$ cat src/rtl/serial_pkg.sv
// Purpose : shared types and line constants for the serial shift register / deserializer pair.
// Latency : n/a (declarations only).
// Backpr. : n/a.
// Contents: receiver FSM state enum, line-level constants, shift register mode codes.
package serial_pkg;

    // Receiver frame states. PARITY is only reachable when PARITY_CHECK_EN is defined.
    typedef enum logic [2:0] {
        IDLE   = 3'd0,
        DATA   = 3'd1,
        PARITY = 3'd2,
        STOP   = 3'd3,
        BREAK  = 3'd4
    } state_e;

    localparam logic LINE_IDLE = 1'b1;
    localparam logic START_BIT = 1'b0;
    localparam logic STOP_BIT  = 1'b1;

    // Operating modes of the transmit-side shift register; kept here so both ends agree.
    typedef enum logic [1:0] {
        MODE_SHIFT  = 2'd0,
        MODE_ROTATE = 2'd1,
        MODE_LOAD   = 2'd2
    } mode_e;

endpackage

$ cat src/rtl/serial_deserializer_if.sv
// Purpose : bundles the serial line, bit strobe and the parallel word handshake of the deserializer.
// Latency : n/a (wiring only).
// Backpr. : READY from the consumer; VALID held until accepted.
// Modports: master = the deserializer (drives Q/VALID/flags), slave = line driver + consumer.
interface serial_deserializer_if #(
    parameter int WIDTH = 4
);
    logic             ENB;
    logic             S_IN;
    logic             DIR;
    logic             READY;
    logic [WIDTH-1:0] Q;
    logic             VALID;
    logic             BUSY;
    logic             FRAME_ERR;
    logic             OVERRUN;
    logic             PAR_ERR;

    modport master (
        input  ENB, S_IN, DIR, READY,
        output Q, VALID, BUSY, FRAME_ERR, OVERRUN, PAR_ERR
    );

    modport slave (
        output ENB, S_IN, DIR, READY,
        input  Q, VALID, BUSY, FRAME_ERR, OVERRUN, PAR_ERR
    );
endinterface

$ cat src/rtl/deser_shift_reg.sv
// Purpose : WIDTH-bit collect register with direction-selected insertion and a bit counter.
// Latency : one shift per shift_en edge; done is combinational on the WIDTH-th shift.
// Backpr. : none; shifts only when shift_en=1, otherwise holds.
// Ports   : clk, rst (sync, high), clear (restart count), shift_en, dir (0 = MSB-first), s_in -> collect, done.
module deser_shift_reg
    import serial_pkg::*;
#(
    parameter int WIDTH = 4
) (
    input  logic             clk,
    input  logic             rst,
    input  logic             clear,
    input  logic             shift_en,
    input  logic             dir,
    input  logic             s_in,
    output logic [WIDTH-1:0] collect,
    output logic             done
);
    localparam int CW = (WIDTH > 2) ? $clog2(WIDTH) : 1;
    localparam logic [CW-1:0] LAST = CW'(WIDTH - 1);

    logic [CW-1:0] cnt;

    assign done = shift_en && (cnt == LAST);

    always_ff @(posedge clk) begin
        if (rst) begin
            collect <= '0;
            cnt     <= '0;
        end else if (clear) begin
            cnt <= '0;
        end else if (shift_en) begin
            // dir=0: first bit migrates up to the MSB; dir=1: first bit migrates down to the LSB.
            if (dir) begin
                collect <= {s_in, collect[WIDTH-1:1]};
            end else begin
                collect <= {collect[WIDTH-2:0], s_in};
            end
            cnt <= done ? '0 : cnt + CW'(1);
        end
    end
endmodule

$ cat src/rtl/serial_deserializer.sv
// Purpose : framed serial-to-parallel receiver (start, WIDTH data, [even parity], stop) with frame/overrun flags.
// Latency : word valid on the edge that samples a good stop bit (WIDTH+2 enabled edges, +1 with parity).
// Backpr. : VALID/READY; a word arriving while VALID=1 and READY=0 is dropped and OVERRUN latches.
// Ports   : clk, RST (sync, active-high), bus (serial_deserializer_if.master: ENB, S_IN, DIR, READY, Q, VALID,
//           BUSY, FRAME_ERR, OVERRUN, PAR_ERR). Macro PARITY_CHECK_EN adds the parity bit and PAR_ERR.
module serial_deserializer
    import serial_pkg::*;
#(
    parameter int WIDTH = 4
) (
    input  logic                  clk,
    input  logic                  RST,
    serial_deserializer_if.master bus
);
    state_e           state_q;
    state_e           state_d;
    logic             dir_q;
    logic             latch_dir;
    logic             sr_clear;
    logic             sr_shift;
    logic             sr_done;
    logic [WIDTH-1:0] collect;
    logic             deliver;
    logic             bad_stop;
    logic [WIDTH-1:0] q_r;
    logic             valid_r;
    logic             frame_err_r;
    logic             overrun_r;
`ifdef PARITY_CHECK_EN
    logic             par_sample;
    logic             par_bit_q;
    logic             par_err_r;
`endif

    deser_shift_reg #(.WIDTH(WIDTH)) u_shift (
        .clk      (clk),
        .rst      (RST),
        .clear    (sr_clear),
        .shift_en (sr_shift),
        .dir      (dir_q),
        .s_in     (bus.S_IN),
        .collect  (collect),
        .done     (sr_done)
    );

    always_comb begin
        state_d   = state_q;
        latch_dir = 1'b0;
        sr_clear  = 1'b0;
        sr_shift  = 1'b0;
        deliver   = 1'b0;
        bad_stop  = 1'b0;
`ifdef PARITY_CHECK_EN
        par_sample = 1'b0;
`endif
        case (state_q)
            IDLE: begin
                if (bus.ENB && bus.S_IN == START_BIT) begin
                    state_d   = DATA;
                    latch_dir = 1'b1;
                    sr_clear  = 1'b1;
                end
            end
            DATA: begin
                if (bus.ENB) begin
                    sr_shift = 1'b1;
                    if (sr_done) begin
`ifdef PARITY_CHECK_EN
                        state_d = PARITY;
`else
                        state_d = STOP;
`endif
                    end
                end
            end
            PARITY: begin
`ifdef PARITY_CHECK_EN
                if (bus.ENB) begin
                    par_sample = 1'b1;
                    state_d    = STOP;
                end
`else
                state_d = IDLE;
`endif
            end
            STOP: begin
                if (bus.ENB) begin
                    if (bus.S_IN == STOP_BIT) begin
                        deliver = 1'b1;
                        state_d = IDLE;
                    end else begin
                        bad_stop = 1'b1;
                        state_d  = BREAK;
                    end
                end
            end
            BREAK: begin
                // A held-low line must return to idle before a new start bit is honoured.
                if (bus.ENB && bus.S_IN == LINE_IDLE) begin
                    state_d = IDLE;
                end
            end
            default: state_d = IDLE;
        endcase
    end

    always_ff @(posedge clk) begin
        if (RST) begin
            state_q     <= IDLE;
            dir_q       <= 1'b0;
            q_r         <= '0;
            valid_r     <= 1'b0;
            frame_err_r <= 1'b0;
            overrun_r   <= 1'b0;
`ifdef PARITY_CHECK_EN
            par_bit_q   <= 1'b0;
            par_err_r   <= 1'b0;
`endif
        end else begin
            state_q     <= state_d;
            frame_err_r <= bad_stop;
            if (latch_dir) begin
                dir_q <= bus.DIR;
            end
`ifdef PARITY_CHECK_EN
            if (par_sample) begin
                par_bit_q <= bus.S_IN;
            end
`endif
            // A delivery that coincides with acceptance simply replaces the word; VALID stays up.
            if (deliver && (!valid_r || bus.READY)) begin
                q_r     <= collect;
                valid_r <= 1'b1;
`ifdef PARITY_CHECK_EN
                par_err_r <= (^collect) ^ par_bit_q;
`endif
            end else begin
                if (deliver) begin
                    overrun_r <= 1'b1;
                end
                if (valid_r && bus.READY) begin
                    valid_r <= 1'b0;
`ifdef PARITY_CHECK_EN
                    par_err_r <= 1'b0;
`endif
                end
            end
        end
    end

    assign bus.Q         = q_r;
    assign bus.VALID     = valid_r;
    assign bus.BUSY      = (state_q != IDLE);
    assign bus.FRAME_ERR = frame_err_r;
    assign bus.OVERRUN   = overrun_r;
`ifdef PARITY_CHECK_EN
    assign bus.PAR_ERR   = par_err_r;
`else
    assign bus.PAR_ERR   = 1'b0;
`endif
endmodule
$ cat src/flat_wrapper.sv
// flat-port wrapper written by rule: the top's interface ports become plain ports
module serial_deserializer_flat import serial_pkg::*;
#(
    parameter int WIDTH = 4
)
  (clk, RST, bus_ENB, bus_S_IN, bus_DIR, bus_READY, bus_Q, bus_VALID, bus_BUSY, bus_FRAME_ERR, bus_OVERRUN, bus_PAR_ERR);
  serial_deserializer_if #(.WIDTH(WIDTH)) bus_i ();
  input  logic clk;
  input  logic RST;
  input wire logic [$bits(bus_i.ENB)-1:0] bus_ENB;
  input wire logic [$bits(bus_i.S_IN)-1:0] bus_S_IN;
  input wire logic [$bits(bus_i.DIR)-1:0] bus_DIR;
  input wire logic [$bits(bus_i.READY)-1:0] bus_READY;
  output wire logic [$bits(bus_i.Q)-1:0] bus_Q;
  output wire logic [$bits(bus_i.VALID)-1:0] bus_VALID;
  output wire logic [$bits(bus_i.BUSY)-1:0] bus_BUSY;
  output wire logic [$bits(bus_i.FRAME_ERR)-1:0] bus_FRAME_ERR;
  output wire logic [$bits(bus_i.OVERRUN)-1:0] bus_OVERRUN;
  output wire logic [$bits(bus_i.PAR_ERR)-1:0] bus_PAR_ERR;
  assign bus_i.ENB = bus_ENB;
  assign bus_i.S_IN = bus_S_IN;
  assign bus_i.DIR = bus_DIR;
  assign bus_i.READY = bus_READY;
  assign bus_Q = bus_i.Q;
  assign bus_VALID = bus_i.VALID;
  assign bus_BUSY = bus_i.BUSY;
  assign bus_FRAME_ERR = bus_i.FRAME_ERR;
  assign bus_OVERRUN = bus_i.OVERRUN;
  assign bus_PAR_ERR = bus_i.PAR_ERR;
  serial_deserializer #(.WIDTH(WIDTH)) u_core (.clk(clk), .RST(RST), .bus(bus_i));
endmodule
$ cat config.mk
export PLATFORM = sky130hd
export DESIGN_NAME = serial_deserializer_flat
export DESIGN_NICKNAME = d
export VERILOG_FILES = /design/src/rtl/serial_pkg.sv /design/src/rtl/serial_deserializer_if.sv /design/src/rtl/deser_shift_reg.sv /design/src/rtl/serial_deserializer.sv /design/src/flat_wrapper.sv
export SDC_FILE = /design/constraint.sdc
export NUM_CORES = 1
export LEC_CHECK = 0
export CAP_MARGIN = 20
export CORE_MARGIN = 10
export CORE_UTILIZATION = 35
export CTS_BUF_LIST = sky130_fd_sc_hd__clkbuf_4
export CTS_CLUSTER_DIAMETER = 50
export CTS_CLUSTER_SIZE = 16
export DETAILED_ROUTE_END_ITERATION = 12
export HOLD_SLACK_MARGIN = 0.02
export SLEW_MARGIN = 20
export SYNTH_ARGS = -nofsm -noshare
export SYNTH_HDL_FRONTEND = slang
export SYNTH_SLANG_ARGS = --single-unit
$ cat constraint.sdc
create_clock -name clk -period 1.06 [get_ports clk]
set_input_delay 0.265 -clock clk [delete_from_list [all_inputs] [get_ports clk]]
set_output_delay 0.265 -clock clk [all_outputs]
set_load 0.03 [all_outputs]
==> flow_metrics.tcl <==
set metrics [dict create \
    final_common_cell "buf_4" \
    p_clk_share_pct 30.5 \
    synth_seq_area_share_pct 41.7 \
    startpoint_type "flip-flop" \
    drcViolationCount 0 \
    finalCriticalPeriod_ns 1.41 \
    gr-usage-met1_pct 8.27 \
    cts_hold_buf 0 \
    fin_util_pct 55.0 \
    p_seq_share_pct 55.0 \
    grt_usage_pct 8.11 \
    report.final.slew_viol_count 0 \
    setup-violations-final 13 \
    synth_top_cell_by_area "dfxtp_1" \
    rows 17 \
    grt_busiest_layer "met2" \
    antenna_left 0 \
    multi_input_area_sq_um 485 \
    place_congestion 0.721 \
    n_fill_cell 210 \
    die_y_microns 68.3 \
    cp.arrival_ns 1.15 \
    peakVddDrop_v 0.000875 \
    initialDrtViolationCount 9 \
    internal_power_uw 917 \
    final_cell_mix "buf_4 (16), buf_6 (13), mux2i_1 (12), nand2b_1 (10), dfxtp_1 (9)" \
    hold_class "primary input to flip-flop" \
    grt_max_degree 16 \
    pin_count 15 \
    power.switching_uw 292 \
    dr.pass1.iters 2 \
    drv_cap 0 \
    grt_use_met3_pct 4.24 \
    fin_crit_sh_pct 133 \
    hold_ws_ns 0.444 \
    initial_core_util_pct 36.9 \
    drive_gt1_share_pct 46.9 \
    tns_ns -1.99 \
    root_buffer "clkbuf_4" \
    fin_worst_skew_ns 0.00362 \
    wl_per_cell_microns 12.4 \
    critPathKind "flip-flop to primary output" \
    io_buffers 13 \
    postSynthCellCount 81 \
    htree_levels 1 \
    cts_tree "yes" \
    pwr-share-comb_pct 14.4 \
    grt_first_pass_wirelength_mm 2.86 \
    synth_cell_type_count 28 \
    postPlaceCellArea_sq_um 1030 \
    required_ns 0.79 \
    syn_area_sq_um 817 \
    outcome "complete, but fails checks" \
    violations "negative setup slack" \
    end_kind "primary output" \
    yosys-top-cells-area "dfxtp_1 (42%), mux2i_1 (15%), nand2b_1 (7.7%), nor2_1 (4.6%), a211oi_1 (2.8%)" \
    clock_latency_ns 0.29 \
    rsz0062_at_grt "yes" \
    cts.clk_slew.worst_paths_ns 0.09 \
    ys.warnings.count 0 \
    numCtsBuffers 3 \
    core_area_sq_um 2210 \
    clock.fmax_mhz 709 \
    gr-usage-met2_pct 13.3 \
    vias_per_cell 4.67 \
    area_growth_pct 48.9 \
    path_max_fanout 2 \
    drt_wl_total_mm 1.75 \
    die_area_sq_um 4670 \
    register_area_sq_um 350 \
    netSwitchingFraction_pct 24.2 \
    clock_path_buffers 2 \
    final.setup.worst_slack_ns -0.351 \
    p_per_area_nw_per_um2 995 \
    final_cell_area_sq_um 1220 \
    p_leak_uw 0.000489 \
    diodes 0 \
    hold_viol 0 \
    ys_ff_latch 17 \
    cts_sinks 17 \
    grt_antenna_before_repair 0 \
    syn_nets 88 \
    final_nets 121 \
    yosys.area.top_type_share_pct 41.7 \
    dp_hpwl_mm 1.18 \
    syn_area_per_cell_sq_um 10.1 \
    fp.dieW_microns 68.3 \
    vias 659 \
    grt_pass1_vias 605 \
    overflow 0 \
]
## timing repair
item,CTS,global route
resized for setup,30,10
setup endpoints to repair,21,24
pin swaps,8,3
setup buffers,5,5
## power groups by stage
stage	Sequential (uW)	Combinational [uW]	Clock [uW]
CTS	666	168	384
detailed placement	681	152	0
floorplan	678	88.4	0
finish	666	175	369
global route	669	189	418
global placement	681	151	0
## final timing paths
check                               to  cells past startpoint  slack (ns)         startpoint
hold reg to reg        u_core.bus.Q[1]                      2        0.49    u_core.bus.Q[1]
hold / removal    u_core.bus.FRAME_ERR                      3        0.44            bus_ENB
setup reg to reg       u_core.bus.Q[0]                      4       -0.17  u_core.state_q[2]
setup / recovery              bus_BUSY                      2       -0.35  u_core.state_q[0]
## registers in the layout (all words and copies together) (netlist names)
signal,cells
u_core.bus.Q,4
u_core.u_shift.collect,4
u_core.state_q,3
u_core.u_shift.cnt,2
u_core.bus.FRAME_ERR,1
u_core.bus.OVERRUN,1
u_core.bus.VALID,1
u_core.dir_q,1
## through the flow
stage                     power (uW)  setup slack, ns  cells
after floorplan                  766           -0.162     81
after global placement           832           -0.534    130
after detailed placement         833           -0.545    130
after CTS                       1220           -0.366    138
after global routing            1280           -0.391    141
final                           1210           -0.351    141
## metal layers
metal | vias to the layer above | part of all wire (%)
met3 | 8 | 7.4
li1 | 343 | -
met2 | 14 | 50
met4 | 0 | 2.7
met5 | - | 0
met1 | 294 | 40
## cell usage after synthesis
master     count
or3_4          1
a21oi_1        2
nand2b_1      10
nor3_1         3
nor2_1        10
and4b_1        1
nand3_1        1
nand2_1        2
and4bb_1       1
and3_1         1
ha_1           1
buf_1          1
conb_1         1
clkbuf_1       2
nand4b_2       1
buf_6          2
buf_4          1
and2b_1        1
a211oi_2       1
nor2b_1        1
dfxtp_1       17
mux2i_1       12
nor3b_4        1
nor2b_4        1
a2111oi_1      1
a211oi_1       3
a31oi_1        1
nand4b_1       1
## layout make-up
class	instances	share of cell area [%]
Multi-Input combinational cell	58	39.9
Sequential cell	17	28.8
Timing Repair Buffer	34	25.9
Tap cell	28	2.88
Clock buffer	4	2.47
## worst max-delay path, stage by stage, from the launching register on
cell,delay (ns)
dfxtp_1,0.32
or3_4,0.39
buf_6,0.15
## cells by family after synthesis
family                   synth area share [%]
AND/OR/NAND/NOR                          29.1
buffers and inverters                    5.05
flip-flops                               41.7
AO/OA/AOI/OAI                            7.50
other                                   0.459
adder cells (fa/ha/maj)                  1.53
multiplexers                             14.7
(Power assumes the default switching activity.)
